### config.mk
export PLATFORM = sky130hd
export DESIGN_NAME = ppu_core_arbiter
export DESIGN_NICKNAME = d
export VERILOG_FILES = /design/src/rtl/ppu_core_arbiter.sv
export SDC_FILE = /design/constraint.sdc
export NUM_CORES = 1
export LEC_CHECK = 0
export CAP_MARGIN = 20
export CORE_MARGIN = 4
export CORE_UTILIZATION = 44
export DETAILED_ROUTE_END_ITERATION = 16
export HOLD_SLACK_MARGIN = 0.15
export PLACE_DENSITY_LB_ADDON = 0.12
export SKIP_LAST_GASP = 1
export SLEW_MARGIN = 0
export SYNTH_ARGS = -nofsm -noshare
export SYNTH_HDL_FRONTEND = slang
export SYNTH_SLANG_ARGS = --single-unit
### constraint.sdc
create_clock -name clk -period 2.6 [get_ports clk]
set_clock_uncertainty 0.1 [all_clocks]
set_input_delay 0.52 -clock clk [delete_from_list [all_inputs] [get_ports clk]]
set_output_delay 0.52 -clock clk [all_outputs]
set_load 0.05 [all_outputs]
### src/rtl/ppu_core_arbiter.sv
// Round-robin arbiter that shares one combinational posit core between two
// requesters: registers operands, waits a settle window, returns the result.
module ppu_core_arbiter #(
  parameter int N       = 16,
  parameter int OP_SIZE = 3,
  parameter int TAG_W   = 4,
  parameter int SETTLE  = 1
) (
  input  logic               clk,
  input  logic               rst_n,

  input  logic               req0_valid,
  output logic               req0_ready,
  input  logic [N-1:0]       req0_p1,
  input  logic [N-1:0]       req0_p2,
  input  logic [OP_SIZE-1:0] req0_op,
  input  logic [TAG_W-1:0]   req0_tag,

  input  logic               req1_valid,
  output logic               req1_ready,
  input  logic [N-1:0]       req1_p1,
  input  logic [N-1:0]       req1_p2,
  input  logic [OP_SIZE-1:0] req1_op,
  input  logic [TAG_W-1:0]   req1_tag,

  output logic               rsp0_valid,
  input  logic               rsp0_ready,
  output logic [N-1:0]       rsp0_pout,
  output logic [TAG_W-1:0]   rsp0_tag,

  output logic               rsp1_valid,
  input  logic               rsp1_ready,
  output logic [N-1:0]       rsp1_pout,
  output logic [TAG_W-1:0]   rsp1_tag,

  output logic [N-1:0]       core_p1,
  output logic [N-1:0]       core_p2,
  output logic [OP_SIZE-1:0] core_op,
  input  logic [N-1:0]       core_pout,

  output logic               busy
);

  typedef enum logic [1:0] {
    IDLE  = 2'd0,
    ISSUE = 2'd1,
    RESP  = 2'd2
  } state_t;

  localparam logic [3:0] CNT_INIT = 4'(SETTLE - 1);

  state_t           state;
  state_t           state_nxt;
  logic [3:0]       cnt;
  logic             last_served;
  logic             owner;
  logic [TAG_W-1:0] tag_q;
  logic             grant;
  logic             accept;
  logic             rsp_ack;

  // Grant goes to the sole valid requester, or away from last_served on a tie.
  always_comb begin
    grant = 1'b0;
    if (req0_valid && req1_valid) begin
      grant = ~last_served;
    end else if (req1_valid) begin
      grant = 1'b1;
    end
  end

  always_comb begin
    accept  = (state == IDLE) && (grant ? req1_valid : req0_valid);
    rsp_ack = owner ? rsp1_ready : rsp0_ready;
  end

  always_ff @(posedge clk) begin
    if (!rst_n) begin
      state <= IDLE;
    end else begin
      state <= state_nxt;
    end
  end

  always_comb begin
    state_nxt = state;
    case (state)
      IDLE:    if (accept)      state_nxt = ISSUE;
      ISSUE:   if (cnt == 4'd0) state_nxt = RESP;
      RESP:    if (rsp_ack)     state_nxt = IDLE;
      default:                  state_nxt = IDLE;
    endcase
  end

  always_comb begin
    req0_ready = (state == IDLE) && !grant;
    req1_ready = (state == IDLE) &&  grant;
    busy       = (state != IDLE);
  end

  // Core operands stay put after completion; only the next accept reloads them.
  always_ff @(posedge clk) begin
    if (!rst_n) begin
      cnt         <= '0;
      last_served <= 1'b1;
      owner       <= 1'b0;
      tag_q       <= '0;
      core_p1     <= '0;
      core_p2     <= '0;
      core_op     <= '0;
      rsp0_valid  <= 1'b0;
      rsp0_pout   <= '0;
      rsp0_tag    <= '0;
      rsp1_valid  <= 1'b0;
      rsp1_pout   <= '0;
      rsp1_tag    <= '0;
    end else begin
      case (state)
        IDLE: begin
          if (accept) begin
            core_p1     <= grant ? req1_p1  : req0_p1;
            core_p2     <= grant ? req1_p2  : req0_p2;
            core_op     <= grant ? req1_op  : req0_op;
            tag_q       <= grant ? req1_tag : req0_tag;
            owner       <= grant;
            last_served <= grant;
            cnt         <= CNT_INIT;
          end
        end
        ISSUE: begin
          if (cnt != 4'd0) begin
            cnt <= cnt - 4'd1;
          end else if (owner) begin
            rsp1_valid <= 1'b1;
            rsp1_pout  <= core_pout;
            rsp1_tag   <= tag_q;
          end else begin
            rsp0_valid <= 1'b1;
            rsp0_pout  <= core_pout;
            rsp0_tag   <= tag_q;
          end
        end
        RESP: begin
          if (rsp_ack) begin
            if (owner) rsp1_valid <= 1'b0;
            else       rsp0_valid <= 1'b0;
          end
        end
        default: ;
      endcase
    end
  end

endmodule

Word level (Yosys, flattened, before mapping)
Index checks and enable logic that the tools add are counted.

word-level totals
  bits in registers = 89
  bits of input ports = 100
  logic and storage cells = 72

cells by class
  add/sub/neg operators = 1
  equality and inequality tests = 11
  multiplexer cells = 25
  bitwise logic cells = 3
  reduce and logical (&&, ||, !) cells = 18

operator list
  kind                                              number
  two-way mux 16 bit                                2
  != test 2 bit, second input constant              9
  two-way mux 1 bit                                 12
  two-way mux 4 bit                                 3
  AND reduction 3 bit                               4
  AND reduction 5 bit                               2
  case mux 4 bit (2 select lines)                   1
  two-way mux 2 bit                                 3
  case mux 2 bit (3 select lines)                   1
  nonzero test 2 bit                                3
  logical AND 1 bit                                 4
  zero test 4 bit                                   1
  case mux 1 bit (2 select lines)                   2
  nonzero test 4 bit                                1
  subtractor 4 x 1 -> 4 bit, second input constant  1
  two-way mux 3 bit                                 1
  inverter 1 bit                                    3
  == test 2 x 1 -> 1 bit, second input constant     1
  == test 2 bit, second input constant              1
  zero test 2 bit                                   1
  AND reduction 2 bit                               1
  zero test 1 bit                                   1

Longest topological paths before layout
  word-level depth = 6
  mapped depth = 7

Worst setup path after synthesis
No wires, ideal clock.

  path type = reg-to-output
  start = register state[1]
  end = output req0_ready
  data arrival time = 1.606 ns
  required time = 1.980 ns
  setup slack = 0.374 ns
  stages on the path, launching flop included = 4
  buffers on the path = 0
  cells stage by stage = dfxtp_1 > nor2_1 > inv_2 > nor2_1

on the way
  longest elaborated chain between the ends = 2

RTL lines
  item                    RTL line  source
  from (decl)             52        state_t state;
  from (signal assigned)  81        state <= state_nxt;
  zero test 2 bit         96        req0_ready = (state == IDLE) && !grant;
  logical AND 1 bit       96
  to (decl)               13        output logic req0_ready,

Every way passes these cells.

Worst setup path in the final report
  start = input req1_valid
  end = output req1_ready

on the way
  longest elaborated chain between the ends = 3

RTL lines
  item                                                    RTL line  source
  from (decl)                                             19        input logic req1_valid,
  two-way mux 1 bit or logical AND 1 bit (tied branches)  67, 65
  two-way mux 1 bit *                                     65        if (req0_valid && req1_valid) begin
  logical AND 1 bit *                                     97        req1_ready = (state == IDLE) && grant;
  to (decl)                                               20        output logic req1_ready,

Every way passes the cells marked *; elsewhere a longest branch is shown, timed or not.

==> impl_metrics.tcl <==
set metrics [dict create \
    floorplan.die_area_um2 10090 \
    worst_setup_path_startpoint "req1_valid" \
    initialDrtViolationCount 93 \
    cts_setup_buffers 0 \
    area_growth_syn_to_layout_pct 54.57 \
    num_io_pins 180 \
    synthesis_warnings 0 \
    post_synth_inst_count 441 \
    die_height_um 100.5 \
    port_buffers 179 \
    initial_core_util_pct 45.56 \
    tritoncts_clock_tree "done" \
    period_share_pct 91.24 \
    hold_violations 0 \
    ctsRootBufferMaster "clkbuf_8" \
    seq_area_frac_synth_pct 47.36 \
    synth_seq_cells 89 \
    dominantRegCellSynth "dfxtp_1" \
    crit_path_start_kind "input pin" \
    timing.final.setup_violations 0 \
    floorplan.die.width_um 100.5 \
    drt_pass1_iterations 4 \
    number_of_antenna_violations_at_the_first_check_in_global_routing 0 \
    design.final.nets 704 \
    total_grt_overflow 0 \
    syn_nets 543 \
    place_congestion 0.7878 \
    detail_route.vias_per_cell 5.218 \
    outcome "finished clean" \
    cts-buffers-inserted 9 \
    worst-path-max-fanout 7 \
    drv_cap 0 \
    slowest_stage "clkdlybuf4s50_1" \
    synthesis.area_um2 3762 \
    cts.path.max_buffers 2 \
    register_area_um2 1782 \
    share_of_post_route_cells_with_drive_strength_above_1_pct 5.931 \
    critical_path_cell_count 5 \
    synth_enable_flop_cells 0 \
    grt.total_usage_pct 20.61 \
    crit-reg2reg-capture "core_p2[4]$_SDFFE_PN0P_" \
    cts-hold-fix-buffers 0 \
    setup_repair_after_global_routing_missed_its_margin "no" \
    num_antenna_cells 0 \
    timing_worst_slew_pin_value_ns 0.6408 \
    final.min_clock_period_ns 2.372 \
    critical_path.cell_chain "clkdlybuf4s50_1 -> a21boi_4 -> nand2_1 -> inv_1 -> buf_12" \
    drt_wl_total_um 10720 \
    syn_area_per_cell_um2 8.531 \
    design.core.area_um2 8258 \
    placedCellCount 696 \
    crit_buf_inv 3 \
    drt_drc_violations_left 0 \
    r2r_start "state[1]$_SDFFE_PN0P_" \
    grt_pass1_vias 3654 \
    grt_pass1_wl_um 16980 \
    fillerInstances 678 \
    hpwl_um 7686 \
    clock_sink_count 89 \
    required_time_at_the_worst_slack_endpoint_ns 1.98 \
    clock_tree.htree_level_count 3 \
    drtAntennaViolNets 0 \
    routed_wl_per_cell_um 15.06 \
    timing.critical_path.to_type "output pin" \
    postSynth.asyncResetShare_pct 0 \
    routed-via-count 3715 \
    yosys.cell_types.count 32 \
    endpoint "req1_ready" \
    layoutNonFillerInstCount 712 \
    max-slew-margin-rel_pct 57.28 \
    clk_pin_slew_worst_paths_ns 0.10 \
    grt_start_max_net_pins 71 \
    max_clock_freq_mhz 421.5 \
    drv_slew 0 \
    multiInputGateArea_um2 1789 \
    hold_path_class "flop to flop" \
    r2r_cells 5 \
    ctsResizeCount 0 \
    crit_arrival_ns 1.75 \
    peakVddDrop_mv 0.3721 \
    core.rowCount 33 \
    startpoint_to_endpoint_class_of_the_critical_path "input pin to output pin" \
    finalSetupTns_ns 0 \
    timing.reg2reg.setup_slack_ns 0.66 \
    leakage_nw 2.411 \
    cpPeakStageDelay_ns 0.56 \
    clock_latency_on_the_worst_skew_pair_ns 0.34 \
    critical_path.top_delay_family "buffers and inverters" \
    pwr_density_cell_nw_per_um2 649.2 \
]
[state kept, by name, summed over array words and instances (netlist names), 3 cells and up]
signal	cells
rsp0_pout	16
core_p2	16
rsp0_tag	4
rsp1_tag	4
cnt	4
core_p1	16
core_op	3
tag_q	4
rsp1_pout	16
[cell families (layout without fill, tap and decap cells)]
logic type | after synthesis | after routing | share of synthesized area, %
simple gates | 164 | 164 | 17.56
fa+ha+maj | 2 | 2 | 0.6650
flops | 89 | 89 | 47.36
compound gates | 97 | 97 | 17.29
mux | 43 | 43 | 11.47
buf+inv | 46 | 212 | 5.653
[cell type report]
type	count	area share [%]
clock buffers	10	2.194
clock inverters	6	1.162
inverters	7	0.4518
multi-input cells	306	30.77
flip-flops and latches	89	30.64
well taps	105	2.259
repair buffers	189	32.53
[cells in the final DEF, fill, tap and decap left out, drive strengths merged, types with 3 or more instances in the layout]
cell type / instances
nor3: 3
dfxtp: 89
clkbuf: 10
nand2: 143
buf: 14
inv: 7
o21ai: 7
clkinv: 3
a311oi: 39
nor2: 4
clkdlybuf4s50: 175
a21oi: 45
nand2b: 5
mux2i: 42
[how the worst min path moves through the flow]
| stage | slack (ns) | to | start | cells past startpoint |
|---|---|---|---|---|
| global placement | 0.34 | rsp0_valid$_SDFFE_PN0P_ | rsp0_valid$_SDFFE_PN0P_ | 2 |
| global route | 0.38 | rsp0_pout[11]$_SDFFE_PN0P_ | rsp0_pout[11]$_SDFFE_PN0P_ | 2 |
| detailed placement | 0.34 | rsp0_valid$_SDFFE_PN0P_ | rsp0_valid$_SDFFE_PN0P_ | 2 |
| floorplan | 0.36 | rsp0_tag[0]$_SDFFE_PN0P_ | tag_q[0]$_SDFFE_PN0P_ | 2 |
| CTS | 0.35 | rsp0_valid$_SDFFE_PN0P_ | rsp0_valid$_SDFFE_PN0P_ | 2 |
| finish | 0.35 | rsp0_valid$_SDFFE_PN0P_ | rsp0_valid$_SDFFE_PN0P_ | 2 |
[through the flow]
stage,power [mW],setup slack (ns),area [um^2],utilization (%),hold WS [ns]
final,3.775,0.2278,5816,70.42,0.3512
after detailed placement,2.876,0.2200,5620,68.06,0.3399
after global routing,3.951,0.1185,5816,70.42,0.3848
after global placement,2.863,0.2868,5620,68.06,0.3360
after CTS,3.807,0.2190,5816,70.42,0.3542
after floorplan,2.386,0.3737,3762,-,0.3564
[power breakdown]
group          internal (mW)  switching (mW)
Combinational          0.494           0.778
Clock                  0.449           0.487
Sequential              1.49          0.0735
[synthesized netlist by cell type (all sizes together), types with 2 or more instances]
cell    instances  area (um^2)
mux2i          42        420.4
ha              2        25.02
buf            11        81.32
nor2            4        15.01
nand2b          5        31.28
nor2b           2        12.51
and3            2        12.51
o21ai           7        35.03
nor3            3        15.01
clkbuf         28        105.1
o211ai          2        15.01
a21oi          45        225.2
a311oi         39        341.6
inv             6        22.52
nand2         143        536.8
dfxtp          89         1782
[layer usage]
metal	wire length (um)	global-route usage, %	share of wire, %
met5	0	0	0
met4	176	7.047	1.6
met3	965	5.813	9.0
met2	5182	34.91	48
met1	4399	25.12	41
[worst reg2reg max path, cell delays in order (launching register included)]
cell and delay, ns:
dfxtp_1 0.38, nor2_4 0.46, inv_2 0.16, nor2_2 0.13, buf_4 0.38, a311oi_1 0.18
Power figures use the tool's default switching activity.
